`src/rtl/resource_arbiter.sv`:
```
// rtl/resource_arbiter.sv - round-robin arbiter sharing one fixed-latency resource among NUM_REQ pipelines
module resource_arbiter #(
    parameter int NUM_REQ = 4,
    parameter int WIDTH   = 32,
    parameter int LATENCY = 2
) (
    input  logic                     clk,
    input  logic                     reset,
    input  logic [NUM_REQ-1:0]       req,
    input  logic [NUM_REQ*WIDTH-1:0] req_data,
    output logic [NUM_REQ-1:0]       grant,
    output logic [WIDTH-1:0]         res_in,
    output logic                     res_in_valid,
    input  logic [WIDTH-1:0]         res_out,
    output logic [NUM_REQ-1:0]       resp_valid,
    output logic [WIDTH-1:0]         resp_data,
    output logic                     busy
);

    localparam int PTR_W = $clog2(NUM_REQ);
    localparam logic [PTR_W-1:0] PTR_LAST = PTR_W'(NUM_REQ - 1);

    logic [PTR_W-1:0] ptr;
    logic [PTR_W-1:0] gnt_idx;
    logic [PTR_W-1:0] cand_idx;
    int               cand;

    logic [LATENCY-1:0] tag_valid;
    logic [PTR_W-1:0]   tag_idx [LATENCY];

    // Search ptr+1 .. ptr+NUM_REQ, wrapping at NUM_REQ rather than at 2**PTR_W.
    always_comb begin
        grant        = '0;
        res_in       = '0;
        res_in_valid = 1'b0;
        gnt_idx      = '0;
        cand         = 0;
        cand_idx     = '0;
        for (int k = 1; k <= NUM_REQ; k++) begin
            cand = int'(ptr) + k;
            if (cand >= NUM_REQ) begin
                cand = cand - NUM_REQ;
            end
            cand_idx = cand[PTR_W-1:0];
            if (!res_in_valid && req[cand_idx]) begin
                res_in_valid = 1'b1;
                gnt_idx      = cand_idx;
            end
        end
        if (res_in_valid) begin
            grant[gnt_idx] = 1'b1;
            res_in         = req_data[int'(gnt_idx)*WIDTH +: WIDTH];
        end
    end

    always_ff @(posedge clk) begin
        if (reset) begin
            ptr       <= PTR_LAST;
            tag_valid <= '0;
        end else begin
            if (res_in_valid) begin
                ptr <= gnt_idx;
            end
            tag_valid[0] <= res_in_valid;
            for (int i = 1; i < LATENCY; i++) begin
                tag_valid[i] <= tag_valid[i-1];
            end
        end
    end

    // Index tags need no reset: they are only looked at through their valid bit.
    always_ff @(posedge clk) begin
        tag_idx[0] <= gnt_idx;
        for (int i = 1; i < LATENCY; i++) begin
            tag_idx[i] <= tag_idx[i-1];
        end
    end

    always_comb begin
        resp_valid = '0;
        if (tag_valid[LATENCY-1]) begin
            resp_valid[tag_idx[LATENCY-1]] = 1'b1;
        end
    end

    assign resp_data = res_out;
    assign busy      = |tag_valid;

endmodule

```
`config.mk`:
```
export PLATFORM = sky130hd
export DESIGN_NAME = resource_arbiter
export DESIGN_NICKNAME = d
export VERILOG_FILES = /design/src/rtl/resource_arbiter.sv
export SDC_FILE = /design/constraint.sdc
export NUM_CORES = 1
export LEC_CHECK = 0
export CAP_MARGIN = 20
export CORE_AREA = 3 3 92 94
export DETAILED_ROUTE_END_ITERATION = 16
export DIE_AREA = 0 0 95 97
export PLACE_DENSITY = 0.87
export SKIP_LAST_GASP = 1
export SYNTH_ARGS = -nofsm -noshare
export SYNTH_HDL_FRONTEND = slang
export SYNTH_SLANG_ARGS = --single-unit
```
`constraint.sdc`:
```
create_clock -name clk -period 2.3 [get_ports clk]
set_input_delay 0.345 -clock clk [delete_from_list [all_inputs] [get_ports clk]]
set_output_delay 0.345 -clock clk [all_outputs]
set_load 0.05 [all_outputs]
```
Word-level counts from Yosys, hierarchy flattened

Memories as Yosys holds them, arrays and structs flattened.
Index checks and enable logic that the tools add are counted.

Bits in registers: 4
Bits in writable memories: 4
Input port bits: 166
Output and inout port bits: 74
Word-level logic and storage cells: 60
Memories kept: 1

Memories:

| name    | depth | bits a word | read ports | clocked after Yosys merged registers in | write ports | line | RTL |
|---|---|---|---|---|---|---|---|
| tag_idx | 2     | 2           | 2          | 0                                       | 2           | 29   | `logic [PTR_W-1:0] tag_idx [LATENCY];` |

$add $sub $neg: 8
$lt $le $gt $ge: 12
Shifts and indexed selects: 1
Muxes and demuxes: 27
Reduce and logical (&&, ||, !) cells: 9

Operators by type and width:

| kind                                                        | number |
|---|---|
| variable part select 128 x 8 -> 32 bit                      | 1 |
| 2-to-1 mux 32 bit                                           | 1 |
| less-than comparator 2 x 3 -> 1 bit (second input constant) | 6 |
| 2-to-1 mux 2 bit                                            | 8 |
| 2-to-1 mux 1 bit                                            | 10 |
| >= comparator 3 bit (second input constant)                 | 3 |
| binary-select mux 1 bit (select 2 bit)                      | 4 |
| 2-to-1 mux 4 bit                                            | 2 |
| subtractor 2 x 1 -> 2 bit (second input constant)           | 4 |
| adder 2 x 2 -> 3 bit (second input constant)                | 2 |
| logical AND 1 bit                                           | 5 |
| adder 2 x 3 -> 4 bit (second input constant)                | 1 |
| demux 1 bit (select 2 bit)                                  | 2 |
| >= comparator 2 x 1 -> 1 bit (second input constant)        | 2 |
| >= comparator 4 x 3 -> 1 bit (second input constant)        | 1 |
| adder 2 x 1 -> 3 bit (second input constant)                | 1 |
| logical NOT 1 bit                                           | 3 |
| OR reduction 2 bit                                          | 1 |

Logic depth before layout (Yosys ltp)

Gate-level depths: netlist of the first run.

Word-level depth: 20
Gate-level depth with buffers: 7
Mapped depth without buffers: 4

Worst setup path after synthesis of the first run

OpenSTA, ideal clock, no wires.

Path kind: flip-flop to output port
Start point: register ptr[1]
End point: output grant[0]
Data arrival time: 2.406 ns
Data required time: 1.955 ns
Slack: -0.451 ns
Cell stages (with the launch flop): 7
Path buffers: 3
Cell sequence: dfxtp_1 > buf_6 > nand2b_1 > a31oi_1 > buf_6 > buf_6 > nor4_1

Cells in the longest elaborated chain, start to end: 20
Elaborated cells on any way between the ends: 44

RTL lines:

| element                                                                                                          | line   | RTL |
|---|---|---|
| start: declaration                                                                                               | 23     | `logic [PTR_W-1:0] ptr;` |
| start signal: assignment                                                                                         | 62     | `ptr <= gnt_idx;` |
| adder 2 x 1 -> 3 bit                                                                                             | 40     | `cand = int'(ptr) + k;` |
| >= comparator 3 bit / subtractor 2 x 1 -> 2 bit (equally long branches)                                          | 41, 42 |  |
| 2-to-1 mux 2 bit                                                                                                 | 41     | `if (cand >= NUM_REQ) begin` |
| binary-select mux 1 bit (select 2 bit)                                                                           | 45     | `if (!res_in_valid && req[cand_idx]) begin` |
| 2-to-1 mux 1 bit (implied by the code)                                                                           | 45     |  |
| 2-to-1 mux 1 bit                                                                                                 | 45     |  |
| logical NOT 1 bit                                                                                                | 45     |  |
| logical AND 1 bit                                                                                                | 45     |  |
| [5 not listed]                                                                                                   | --     |  |
| logical AND 1 bit                                                                                                | 45     |  |
| 2-to-1 mux 2 bit (*)                                                                                             | 45     |  |
| net gnt_idx[1]                                                                                                   | 24     | `logic [PTR_W-1:0] gnt_idx;` |
| less-than comparator 2 x 3 -> 1 bit (implied by the code) / >= comparator 2 x 1 -> 1 bit (equally long branches) | 51     | `grant[gnt_idx] = 1'b1;` |
| logical AND 1 bit (implied by the code)                                                                          | 51     |  |
| 2-to-1 mux 1 bit (implied by the code)                                                                           | 51     |  |
| demux 1 bit (select 2 bit) (*)                                                                                   | 51     |  |
| 2-to-1 mux 4 bit (*)                                                                                             | 50     | `if (res_in_valid) begin` |
| end: declaration                                                                                                 | 11     | `output logic [NUM_REQ-1:0] grant,` |

Mark *: on every way through the listed nets, which the timed path passes. The rest lies on a longest branch. The select of a mux whose other input is x is not followed.

Worst setup path in the final report of the first run

Start point: register ptr[0]
End point: output res_in[28]

Cells in the longest elaborated chain, start to end: 17
Elaborated cells on any way between the ends: 40

RTL lines:

| element                                                                 | line   | RTL |
|---|---|---|
| adder 2 x 1 -> 3 bit                                                    | 40     |  |
| >= comparator 3 bit / subtractor 2 x 1 -> 2 bit (equally long branches) | 41, 42 |  |
| 2-to-1 mux 2 bit                                                        | 41     |  |
| binary-select mux 1 bit (select 2 bit)                                  | 45     |  |
| 2-to-1 mux 1 bit (implied by the code)                                  | 45     |  |
| 2-to-1 mux 1 bit                                                        | 45     |  |
| logical NOT 1 bit                                                       | 45     |  |
| logical AND 1 bit                                                       | 45     |  |
| 2-to-1 mux 1 bit                                                        | 45     |  |
| logical NOT 1 bit                                                       | 45     |  |
| logical AND 1 bit                                                       | 45     |  |
| 2-to-1 mux 1 bit                                                        | 45     |  |
| logical NOT 1 bit                                                       | 45     |  |
| logical AND 1 bit                                                       | 45     |  |
| 2-to-1 mux 2 bit                                                        | 45     |  |
| variable part select 128 x 8 -> 32 bit                                  | 52     | `res_in = req_data[int'(gnt_idx)*WIDTH +: WIDTH];` |
| 2-to-1 mux 32 bit (*)                                                   | 50     |  |
| end: declaration                                                        | 12     | `output logic [WIDTH-1:0] res_in,` |

Every way passes the cells marked *; elsewhere a longest branch is shown, timed or not. The select of a mux whose other input is x is not followed.

==> results of run 1 <==
sequential cells by signal, indices dropped and copies added, names as in the netlist:
name / count
ptr: 2
tag_idx: 4
tag_valid: 2
worst min-delay path by stage:
stage,startpoint,to,slack [ps],cells after the start
finish,tag_idx[0][1]$_DFF_P_,tag_idx[0][3]$_DFF_P_,320,0
global route,tag_idx[0][1]$_DFF_P_,tag_idx[0][3]$_DFF_P_,330,0
CTS,tag_idx[0][1]$_DFF_P_,tag_idx[0][3]$_DFF_P_,320,0
detailed placement,tag_idx[0][1]$_DFF_P_,tag_idx[0][3]$_DFF_P_,310,0
global placement,tag_idx[0][1]$_DFF_P_,tag_idx[0][3]$_DFF_P_,310,0
floorplan,tag_idx[0][0]$_DFF_P_,tag_idx[0][2]$_DFF_P_,310,0
logic make-up (layout without fill, tap and decap cells):
kind of cell	count (synthesis)	after routing
muxes	65	65
DFF	8	8
AOI/OAI and AO/OA	41	41
buffers and inverters	49	210
and+or+nand+nor	22	22
synth_stat cells (2+ instances only):
cell | n | share of area [%]
nand2b_1 | 3 | 1.0
mux2i_1 | 65 | 35
a21oi_1 | 2 | 0.53
inv_2 | 2 | 0.40
buf_6 | 3 | 1.8
dfxtp_1 | 8 | 8.5
o22ai_1 | 2 | 0.66
nand2_1 | 2 | 0.40
nor2_1 | 4 | 0.80
buf_12 | 4 | 4.2
buf_8 | 5 | 4.0
o22ai_2 | 30 | 20
buf_4 | 34 | 14
nor2b_1 | 3 | 1.0
through the flow:
stage	hold WS (ps)	setup TNS (ps)	instance area (µm²)
2_1_floorplan	310	0	1900
3_3_place_gp	311	-4720	3440
3_5_place_dp	314	-6970	3440
4_1_cts	323	-1.83	3660
5_1_grt	331	-373	3990
6_report	325	0	3990
layer usage:
metal	GRT usage, %	part of all wire [%]	up-vias
met5	0	0	-
met4	5.22	1.9	0
met3	2.88	7.5	17
met2	31.5	58	101
met1	13.3	33	957
li1	-	-	993
where the power goes:
part | internal (W) | switching, W | total (W)
Clock | 0.000113 | 0.0000550 | 0.000168
Sequential | 0.000156 | 0.0000150 | 0.000171
Combinational | 0.000861 | 0.000927 | 0.00179
Total | 0.00113 | 0.000997 | 0.00213
area by class of cell:
type | count | area [µm²]
inverter | 2 | 7.51
sequential | 8 | 168
timing repair buffer | 205 | 2180
tap | 102 | 128
fill | 664 | 3740
multi-input combinational | 128 | 1470
clock buffer | 3 | 41.3
repair_timing:
action | 4_1_cts | 5_1_grt
gates cloned | 3 | 5
setup endpoints to repair | 36 | 31
setup buffers | 4 | 4
pin swaps | 2 | 5
resized for setup | 27 | 41
==> impl_metrics.env, run 1 <==
export IMPL_synth_cell_area_mm2=0.00188
export IMPL_syn_avg_cell_area_um2=10.2
export IMPL_hpwl_um=5840
export IMPL_power_per_cell_area_mw_per_mm2=534
export IMPL_reg2reg_depth=6
export IMPL_numCtsBuffers=3
export IMPL_vias_per_cell=4.62
export IMPL_status="complete, no violations"
export IMPL_ys_warnings_count=0
export IMPL_first_global_vias=2188
export IMPL_grt_max_degree=19
export IMPL_dieArea_mm2=0.00922
export IMPL_cp_cell_sequence="nand3b_1 -> a31oi_4 -> buf_6 -> buf_12 -> mux2i_1 -> o22ai_2 -> buf_4"
export IMPL_r2r_setup_slack_ps=730
export IMPL_crit_fanout=5
export IMPL_synth_xor_xnor_area_share_pct=0
export IMPL_critPathBufInv=3
export IMPL_cts_tree="done"
export IMPL_utilization_pct=51.6
export IMPL_ant_nets=0
export IMPL_worst_r2r_endpoint="ptr[1]$_SDFFE_PP1P_"
export IMPL_io_buffers=175
export IMPL_mostFrequentLayoutCells="134 x clkdlybuf4s50_1, 41 x mux2i_1, 33 x buf_4"
export IMPL_htreeDepth=1
export IMPL_cp_arrival_ps=1920
export IMPL_nNetsFinal=514
export IMPL_yosys_area_share_simple_pct=7.04
export IMPL_rows=32
export IMPL_syn_inst=185
export IMPL_synth_edf_count=0
export IMPL_finalCritPeriodShare_pct=98.5
export IMPL_cp_start_kind="register"
export IMPL_synth_top_family_by_area="multiplexers"
export IMPL_dp_slack_ps=-256
export IMPL_routed_wl_um=7960
export IMPL_cap_viol_max_count=0
export IMPL_peakVddDrop_mv=0.203
export IMPL_hold_buffers=0
export IMPL_ys_seq_elements=8
export IMPL_fin_crit_ps=2270
export IMPL_maxSlewViolCount=0
export IMPL_setup_violations=0
export IMPL_holdCritPathClass="reg -> reg"
export IMPL_p_leak_nw=1.60
export IMPL_start_util_pct=24.4
export IMPL_grt_antenna_before_repair=0
export IMPL_grt_ovfl_total=0
export IMPL_root_buffer="clkbuf_8"
export IMPL_area_growth_pct=112
export IMPL_dpl_cell_count=429
export IMPL_crit_slowest_cell="dfxtp_4"
export IMPL_rsz0062_at_grt="yes"
export IMPL_slew_headroom_pct=66.3
export IMPL_dr_pass1_iters=4
export IMPL_synthAdderAreaFrac_pct=0
export IMPL_worst_slew_pin_slew_ps=504
export IMPL_worstSetupStartpoint="ptr[0]$_SDFFE_PP1P_"
export IMPL_core_area_mm2=0.00773
export IMPL_crit_family="buffers and inverters"
export IMPL_synthMuxAreaShare_pct=34.5
export IMPL_seq_area_frac_synth_pct=8.50
export IMPL_synth_ff_type="dfxtp_1"
export IMPL_cts_sinks=8
export IMPL_ys_types=32
export IMPL_crit_cells=7
export IMPL_top_level_ports=240
export IMPL_total_power_w=0.00213
export IMPL_drive_gt1_share_pct=40.8
export IMPL_rr_startpoint="ptr[1]$_SDFFE_PP1P_"
export IMPL_clock_latency_ps=230
export IMPL_endpoint_kind="primary output"
export IMPL_gr_usage_all_layers_pct=15.0
export IMPL_place_congestion=0.818
export IMPL_layout_setup_ws_ps=33.9
export IMPL_path_class="reg -> out"
export IMPL_diodes=0
export IMPL_clockBufferDepth=2
export IMPL_max_stage_delay_ps=350
export IMPL_stdcell_count=448
export IMPL_fin_worst_skew_ps=1.70
export IMPL_synth_fp_nets=351
export IMPL_layout_commonest_cell="clkdlybuf4s50_1"
export IMPL_synth_async_sr_flop_share_pct=0
export IMPL_drt_iter0_drc=26
export IMPL_vias=2068
export IMPL_hold_viol_final=0
export IMPL_drc=0
export IMPL_die_x_um=95
export IMPL_worstPathRequired_ps=1960
export IMPL_grt_pass1_wl_um=10900
export IMPL_synth_compound_area_share_pct=25.6
export IMPL_setup_worst_path_end="res_in[28]"
export IMPL_routedWlPerCell_um=17.8
export IMPL_cts_clk_slew_worst_paths_ps=40
export IMPL_fmax_mhz=441
export IMPL_chipHeight_um=97
No activity file was read; power rests on OpenSTA's default activity.
==> inputs of run 2 (changes only) <==
Settings changed: SKIP_LAST_GASP 1 to unset.
==> impl_metrics.env, run 2 (synthesis gave the netlist of run 1 again) <==
export IMPL_largest_reg_flops=4
export IMPL_p_leak_nw=1.62
export IMPL_status="complete, no violations"
export IMPL_cap_viol_max_count=0
export IMPL_worstHoldStart="tag_idx[0][0]$_DFF_P_"
export IMPL_hold_buffers=0
export IMPL_r2r_setup_slack_ps=750
export IMPL_worst_slew_pin_slew_ps=502
export IMPL_vias_per_cell=4.70
export IMPL_area_growth_pct=122
export IMPL_place_congestion=0.818
export IMPL_diodes=0
export IMPL_gr_usage_all_layers_pct=15.0
export IMPL_grt_pass1_wl_um=10900
export IMPL_setup_violations=0
export IMPL_vias=2110
export IMPL_hold_viol_final=0
export IMPL_fin_worst_skew_ps=5.16
export IMPL_root_buffer="clkbuf_8"
export IMPL_top_register="tag_idx"
export IMPL_holdPathStages=0
export IMPL_htreeDepth=1
export IMPL_gr_usage_met1_pct=13.6
export IMPL_fin_crit_ps=2300
export IMPL_power_per_cell_area_mw_per_mm2=536
export IMPL_numCtsBuffers=3
export IMPL_endpoint_kind="primary output"
export IMPL_chipHeight_um=97
export IMPL_cts_tree="done"
export IMPL_min_to="tag_idx[0][2]$_DFF_P_"
export IMPL_clock_latency_ps=230
export IMPL_p_clk_share_pct=7.6
export IMPL_crit_fanout=8
export IMPL_fmax_mhz=435
export IMPL_finalCritPeriodShare_pct=99.8
export IMPL_layout_setup_ws_ps=3.74
export IMPL_reg_top3="tag_idx x4, ptr x2, tag_valid x2"
export IMPL_internal_power_w=0.00120
export IMPL_utilization_pct=54.0
export IMPL_rsz0062_at_grt="yes"
export IMPL_nNetsFinal=515
export IMPL_path_class="reg -> out"
export IMPL_worst_r2r_endpoint="ptr[1]$_SDFFE_PP1P_"
export IMPL_rr_startpoint="ptr[1]$_SDFFE_PP1P_"
export IMPL_peakVddDrop_mv=0.205
export IMPL_combPwrFrac_pct=84.7
export IMPL_hpwl_um=5840
export IMPL_top_usage_layer="met2"
export IMPL_layout_commonest_cell="clkdlybuf4s50_1"
export IMPL_dp_slack_ps=-256
export IMPL_netSwitchingFraction_pct=46.4
export IMPL_rows=32
export IMPL_cts_clk_slew_worst_paths_ps=40
export IMPL_grt_max_degree=19
export IMPL_fin_tns_setup_ps=0
export IMPL_drive_gt1_share_pct=44.4
export IMPL_dieArea_mm2=0.00922
export IMPL_slew_headroom_pct=66.4
export IMPL_reg2reg_depth=6
export IMPL_dr_pass1_iters=4
export IMPL_use_met2_pct=31.2
export IMPL_seq_power_share_pct=7.7
export IMPL_place_area_mm2=0.00344
export IMPL_worstPathRequired_ps=1960
export IMPL_power_switching_w=0.00104
export IMPL_io_buffers=175
export IMPL_clockBufferDepth=2
export IMPL_drc=0
export IMPL_drt_iter0_drc=37
export IMPL_die_x_um=95
export IMPL_top_level_ports=240
export IMPL_routedWlPerCell_um=18.7
export IMPL_cts_sinks=8
export IMPL_mostFrequentLayoutCells="134 x clkdlybuf4s50_1, 30 x o22ai_2, 29 x mux2i_1, 29 x buf_6, 23 x buf_4"
export IMPL_grt_ovfl_total=0
export IMPL_ant_nets=0
export IMPL_first_global_vias=2190
export IMPL_grt_antenna_before_repair=0
export IMPL_cp_arrival_ps=1950
export IMPL_final_area_mm2=0.00417
export IMPL_core_area_mm2=0.00773
export IMPL_holdCritPathClass="reg -> reg"
export IMPL_cp_start_kind="register"
export IMPL_maxSlewViolCount=0
export IMPL_met3_usage_pct=2.80
export IMPL_hold_ws_ps=335
export IMPL_start_util_pct=24.4
export IMPL_routed_wl_um=8370
-- run 2: cell types whose count changed in the layout (fill, tap and decap cells not counted) --
cell | previous run | this run
buf_6 | 19 | 29
mux2i_4 | 6 | 15
buf_4 | 33 | 23
mux2i_2 | 18 | 21
mux2i_1 | 41 | 29
clkbuf_16 | 5 | 6
-- run 2: metal layers --
metal / wire length (µm) / vias up
met5: 0 / -
met4: 151 / 0
met3: 577 / 17
met2: 4920 / 106
met1: 2720 / 994
li1: - / 993
-- run 2: area by class of cell --
type,count,area (µm²)
timing repair buffer,206,2240
clock buffer,3,41.3
tap,102,128
fill,652,3550
inverter,2,7.51
sequential,8,168
multi-input combinational,128,1590
-- run 2: per-stage QoR --
stage	power, W	cells
final	0.00224	449
after global routing	0.00232	449
after CTS	0.00197	439
after detailed placement	0.00168	429
after global placement	0.00166	429
after floorplan	0.00133	185
-- run 2: how the worst max path moves through the flow --
stage | startpoint | endpoint | cells past startpoint
detailed placement | req[3] | res_in[7] | 8
finish | ptr[0]$_SDFFE_PP1P_ | res_in[16] | 7
global placement | req[0] | res_in[10] | 7
CTS | ptr[1]$_SDFFE_PP1P_ | res_in[4] | 7
floorplan | ptr[1]$_SDFFE_PP1P_ | res_in[0] | 7
global route | ptr[1]$_SDFFE_PP1P_ | res_in[30] | 7
-- run 2: critical path, stage by stage (launching register included) --
cell       delay [ps]
dfxtp_4           350
nand3b_1          200
a31oi_4           270
buf_6             170
clkbuf_16         180
mux2i_1           260
o22ai_2           120
buf_6             160
-- run 2: power groups by stage --
stage	clock (W)	combinational, W	sequential (W)
after floorplan	0	0.00117	0.000165
after global placement	0	0.00149	0.000171
after detailed placement	0	0.00151	0.000172
after CTS	0.000173	0.00163	0.000171
after global routing	0.000184	0.00196	0.000174
final	0.000171	0.00190	0.000172
-- run 2: timing repair --
item / CTS / global route
gates cloned: 3 / 6
endpoints found under the setup margin: 36 / 31
gates resized for setup: 28 / 71
setup buffers: 4 / 4
pin swaps: 2 / 15
